## src/rtl/uart_tx_arbiter.sv

```systemverilog
// uart_tx_arbiter
//   Shares one UART transmit path between NUM_REQ byte sources. Pending
//   requests are served round-robin, one byte per frame. After issuing a byte
//   the arbiter waits for the transmitter's end-of-frame pulse. A watchdog
//   returns it to idle if that pulse never arrives.
//
// Ports
//   clk          system clock
//   rst          asynchronous reset, active-high
//   req          level request per source, held until the matching ack
//   req_data     byte of source i at [i*DATA_W +: DATA_W]
//   ack          one-cycle pulse: byte of source i accepted
//   tx_start     one-cycle pulse to the transmitter: start a frame
//   tx_data      byte to send, held from tx_start until the return to idle
//   tx_done      one-cycle end-of-frame pulse from the transmitter
//   busy         high while a frame is being issued or awaited
//   grant_id     index of the source currently or last served
//   timeout_err  one-cycle pulse when the watchdog aborts a frame
module uart_tx_arbiter #(
  parameter int NUM_REQ     = 4,
  parameter int DATA_W      = 8,
  parameter int TIMEOUT_CYC = 40000
) (
  input  logic                      clk,
  input  logic                      rst,
  input  logic [NUM_REQ-1:0]        req,
  input  logic [NUM_REQ*DATA_W-1:0] req_data,
  output logic [NUM_REQ-1:0]        ack,
  output logic                      tx_start,
  output logic [DATA_W-1:0]         tx_data,
  input  logic                      tx_done,
  output logic                      busy,
  output logic [$clog2(NUM_REQ)-1:0] grant_id,
  output logic                      timeout_err
);

  localparam int ID_W = $clog2(NUM_REQ);
  // A disabled watchdog still needs a legal (1-bit) counter width.
  localparam int WD_W = (TIMEOUT_CYC > 0) ? $clog2(TIMEOUT_CYC + 1) : 1;
  localparam logic [WD_W-1:0] WD_LAST = (TIMEOUT_CYC > 0) ? WD_W'(TIMEOUT_CYC - 1) : '0;
  localparam logic [ID_W:0]   NUM_REQ_W = (ID_W + 1)'(NUM_REQ);
  localparam logic [ID_W-1:0] LAST_ID   = ID_W'(NUM_REQ - 1);

  typedef enum logic [1:0] {
    IDLE  = 2'd0,
    ISSUE = 2'd1,
    WAIT  = 2'd2
  } state_t;

  state_t              state_reg, state_next;
  logic [ID_W-1:0]     rr_ptr_reg, rr_ptr_next;
  logic [WD_W-1:0]     wd_cnt_reg, wd_cnt_next;
  logic [ID_W-1:0]     grant_id_reg, grant_id_next;
  logic [DATA_W-1:0]   tx_data_reg, tx_data_next;
  logic [NUM_REQ-1:0]  ack_reg, ack_next;
  logic                tx_start_reg, tx_start_next;
  logic                busy_reg, busy_next;
  logic                timeout_err_reg, timeout_err_next;

  // Unpack the flat data bus into one byte per source.
  logic [DATA_W-1:0] req_data_arr [NUM_REQ];

  generate
    for (genvar gi = 0; gi < NUM_REQ; gi++) begin : g_unpack
      assign req_data_arr[gi] = req_data[gi*DATA_W +: DATA_W];
    end
  endgenerate

  // Round-robin search: first set request starting at rr_ptr, wrapping mod NUM_REQ.
  logic            pick_found;
  logic [ID_W-1:0] pick_idx;

  always_comb begin
    logic [ID_W:0] sum;
    pick_found = 1'b0;
    pick_idx   = '0;
    for (int i = 0; i < NUM_REQ; i++) begin
      sum = {1'b0, rr_ptr_reg} + (ID_W + 1)'(i);
      if (sum >= NUM_REQ_W) begin
        sum = sum - NUM_REQ_W;
      end
      if (!pick_found && req[sum[ID_W-1:0]]) begin
        pick_found = 1'b1;
        pick_idx   = sum[ID_W-1:0];
      end
    end
  end

  always_comb begin
    state_next       = state_reg;
    rr_ptr_next      = rr_ptr_reg;
    wd_cnt_next      = wd_cnt_reg;
    grant_id_next    = grant_id_reg;
    tx_data_next     = tx_data_reg;
    ack_next         = '0;
    tx_start_next    = 1'b0;
    timeout_err_next = 1'b0;

    case (state_reg)
      IDLE: begin
        // tx_done here is a stray pulse and is ignored.
        if (pick_found) begin
          grant_id_next = pick_idx;
          tx_data_next  = req_data_arr[pick_idx];
          // ack and tx_start are registered, so they are high during ISSUE.
          ack_next      = NUM_REQ'(1) << pick_idx;
          tx_start_next = 1'b1;
          state_next    = ISSUE;
        end
      end
      ISSUE: begin
        rr_ptr_next = (grant_id_reg == LAST_ID) ? '0 : grant_id_reg + ID_W'(1);
        wd_cnt_next = '0;
        state_next  = WAIT;
      end
      WAIT: begin
        // tx_done takes priority over a watchdog expiry in the same cycle.
        if (tx_done) begin
          state_next = IDLE;
        end else if (TIMEOUT_CYC != 0 && wd_cnt_reg == WD_LAST) begin
          timeout_err_next = 1'b1;
          state_next       = IDLE;
        end else if (wd_cnt_reg != {WD_W{1'b1}}) begin
          wd_cnt_next = wd_cnt_reg + WD_W'(1);
        end
      end
      default: begin
        state_next = IDLE;
      end
    endcase

    busy_next = (state_next != IDLE);
  end

  always_ff @(posedge clk or posedge rst) begin
    if (rst) begin
      state_reg       <= IDLE;
      rr_ptr_reg      <= '0;
      wd_cnt_reg      <= '0;
      grant_id_reg    <= '0;
      tx_data_reg     <= '0;
      ack_reg         <= '0;
      tx_start_reg    <= 1'b0;
      busy_reg        <= 1'b0;
      timeout_err_reg <= 1'b0;
    end else begin
      state_reg       <= state_next;
      rr_ptr_reg      <= rr_ptr_next;
      wd_cnt_reg      <= wd_cnt_next;
      grant_id_reg    <= grant_id_next;
      tx_data_reg     <= tx_data_next;
      ack_reg         <= ack_next;
      tx_start_reg    <= tx_start_next;
      busy_reg        <= busy_next;
      timeout_err_reg <= timeout_err_next;
    end
  end

  assign ack         = ack_reg;
  assign tx_start    = tx_start_reg;
  assign tx_data     = tx_data_reg;
  assign busy        = busy_reg;
  assign grant_id    = grant_id_reg;
  assign timeout_err = timeout_err_reg;

endmodule

```

## config.mk

```make
export PLATFORM = sky130hd
export DESIGN_NAME = uart_tx_arbiter
export DESIGN_NICKNAME = d
export VERILOG_FILES = /design/src/rtl/uart_tx_arbiter.sv
export SDC_FILE = /design/constraint.sdc
export NUM_CORES = 1
export LEC_CHECK = 0
export ABC_AREA = 1
export ABC_CLOCK_PERIOD_IN_PS = 1640
export BUFFER_PORTS_ARGS = -buffer_cell sky130_fd_sc_hd__buf_4
export CAP_MARGIN = 20
export CORE_MARGIN = 2
export CORE_UTILIZATION = 49
export CTS_BUF_LIST = sky130_fd_sc_hd__clkbuf_8
export DETAILED_ROUTE_END_ITERATION = 10
export GPL_ROUTABILITY_DRIVEN = 0
export PLACE_DENSITY = 0.77
export SKIP_CTS_REPAIR_TIMING = 1
export SLEW_MARGIN = 5
export SYNTH_ARGS = -nofsm -noshare
export SYNTH_HDL_FRONTEND = slang
export SYNTH_SLANG_ARGS = --single-unit
```

## constraint.sdc

```tcl
create_clock -name clk -period 1.64 [get_ports clk]
set_clock_uncertainty 0.1 [all_clocks]
set_input_delay 0.328 -clock clk [delete_from_list [all_inputs] [get_ports clk]]
set_output_delay 0.328 -clock clk [all_outputs]
set_load 0.05 [all_outputs]
```

==> results.yml <==
outcome:
  status: "complete, but fails checks"
  violations: "setup timing"
setup_path:
  arrival_ns: 2.15
  cp-start-kind: "register"
  cp_slowest_cell: "dfrtp_1"
  rr_startpoint: "wd_cnt_reg[7]"
  r2r_end: "wd_cnt_reg[9]"
  worst_path_largest_cell_delay_ns: 0.46
  path_max_fanout: 6
  reg2reg_depth: 10
  cp_data_required_time_ns: 1.75
  path_buf_inv: 2
  worstPathCellList: "nand2_1 -> nor3_1 -> buf_4 -> nand2_2 -> nor2_2 -> nand4_1 -> nand2_4 -> clkbuf_16 -> nand2_1 -> o31ai_2"
  end_kind: "register"
  crit_start: "wd_cnt_reg[7]"
  reg2reg_slack_ns: -0.40
  path_delay_family: "simple AND/OR/NAND/NOR gates"
  crit_path_end: "wd_cnt_reg[9]"
  path_class: "register to register"
  path_depth: 10
  path_common_cell: "nand2_1"
flow_run:
  drv_cap: 0
timing:
  fmax_mhz: 489.2
  setup_viol: 33
  relSlewSlack: 0.6583
  rsz0062_at_grt: "yes"
  worst_slack_ns: -0.4042
  hold_viol_final: 0
  worst_pin_slew_ns: 0.5078
  min_period_ns: 2.044
  fin_crit_sh: 1.246
  slew_violations: 0
pwr:
  power_density_mw_per_mm2: 1987
  finalPower_mw: 7.369
  ir_drop_mv: 1.608
  p_leak_nw: 1.913
clocking:
  insertion_delay_ns: 0.30
  path_clk_slew_ns: 0.07
  cts_buffer_depth: 2
  cts_buffers: 5
  htreeDepth: 2
  cts.sinks: 37
  cts_tree: "yes"
  clk_root_buffer_cell: "clkbuf_8"
placed_design:
  placed_cell_area_mm2: 0.003252
  post-place-ws_ns: -0.2639
  hpwl_mm: 4.550
  io_buffers: 55
logic_synthesis:
  synth_seq_cells: 37
  ys_seq_area_frac: 0.3866
  synth.distinct_cells: 30
  ys_warn_count: 0
  syn_avg_cell_area_um2: 7.257
  synthCells: 330
  syn_nets: 371
  synth_area_mm2: 0.002395
grt:
  grt_max_degree: 38
  grt-ovfl-total: 0
  grt_pass1_vias: 2334
  track_usage: 0.2371
  antenna_found_initial: 0
  grt_pass1_wl_mm: 10.01
floorplan:
  dieHeight_um: 73.91
  ios: 56
  rows: 25
  die_width_um: 73.91
  die_area_mm2: 0.005463
  core_area_mm2: 0.004723
  start_util: 0.5070
routing:
  drt-total-wl_mm: 7.332
  postRouteAntennaNets: 0
  wl_per_cell_um: 14.35
  drtPass1Iterations: 5
  vias: 2755
  avgViaCountPerCell: 5.391
  remaining_drc_errors: 0
  drt_iter0_drc: 276
final_layout:
  drive_above_1_share: 0.4347
  layout_common_cells: "nand2_1 (122), buf_4 (103), dfrtp_1 (36)"
  final_util: 0.7852
  areaGrowthSynthToFinish_pct: 54.86
  fin_area_mm2: 0.003709
  nNetsFinal: 484
  final_common_cell: "nand2_1"
  largest_reg_flops: 16
  diodes: 0
min_path:
  holdCritPathClass: "primary input to asynchronous set/reset pin"
==> metal layers <==
| layer | vias up | GRT usage | part of all wire |
|---|---|---|---|
| li1 | 1314 | - | - |
| met1 | 1312 | 0.3120 | 0.43 |
| met2 | 108 | 0.3919 | 0.49 |
| met3 | 21 | 0.06310 | 0.056 |
| met4 | 0 | 0.05455 | 0.020 |
| met5 | - | 0 | 0 |
==> stage by stage <==
| step | hold WS, ns | cells | setup TNS, ns |
|---|---|---|---|
| detailed placement | 0.3645 | 490 | -5.488 |
| global route | 0.07150 | 511 | -13.06 |
| finish | 0.03375 | 511 | -9.627 |
| global placement | 0.3667 | 490 | -4.100 |
| CTS | 0.04852 | 498 | -6.113 |
| floorplan | 0.3012 | 330 | -2.664 |
==> power breakdown <==
| group | switching [mW] | total, mW | leakage (nW) | internal (mW) |
|---|---|---|---|---|
| sequential | 0.173 | 1.34 | 0.488 | 1.17 |
| combinational | 3.35 | 5.41 | 1.37 | 2.06 |
| clock | 0.330 | 0.619 | 0.0491 | 0.288 |
==> tightest hold or removal path: cells and delay by family <==
kind / cells / cell delay, ns
buffers and inverters: 3 / 0.55
==> layout make-up <==
cell class	count	area, µm²
inverters	30	130.1
clock buffers	5	68.82
fillers	318	1015
flip-flops and latches	37	927.1
well taps	67	83.83
repair buffers	114	968.4
clock inverters	3	13.76
multi-input cells	254	1505
repair inverters	1	11.26
==> cell usage after synthesis <==
library cell  number  area, µm²
nor4_2             1      12.51
o21ai_0            6      30.03
a21oi_1            1      5.000
dfrtp_1           37      925.9
nand4_1           22      137.6
ha_1               2      25.02
nor2_4             1      11.26
o21ai_1            4      20.02
buf_4              2      15.01
nor3_1            10      50.05
nor3_4             1      16.27
nand3_2            3      30.03
buf_2              7      35.03
o31ai_1            9      67.56
clkinv_1           2      7.510
buf_8              1      15.01
nor2_1             7      26.28
nand2_4            2      22.52
inv_2              5      18.77
nor2_2             1      6.260
nand3b_1           2      15.01
nor4_1             2      12.51
inv_1             23      86.33
nand2_1          141      529.3
xor2_1            10      87.58
nand3_1           15      75.07
xnor2_1            2      17.52
nand2_2            8      50.05
nand3_4            2      35.03
o21ai_2            1      8.760
==> cells by family (layout without fill, tap and decap cells) <==
group	Yosys count	count (layout)	synth area share
adders and majority gates	2	2	0.01045
xor gates and xnor gates	12	12	0.04389
buffers and inverters	40	153	0.07419
DFF	37	37	0.3866
and+or+nand+nor	218	219	0.4300
AOI/OAI and AO/OA	21	21	0.05486
==> worst min path at each step <==
stage | endpoint | slack [ns]
after global routing | wd_cnt_reg[5] | 0.07
after CTS | wd_cnt_reg[7] | 0.05
final | wd_cnt_reg[5] | 0.03
after detailed placement | wd_cnt_reg[7] | 0.36
after floorplan | timeout_err | 0.30
after global placement | wd_cnt_reg[8] | 0.37
Power figures use the tool's default switching activity.
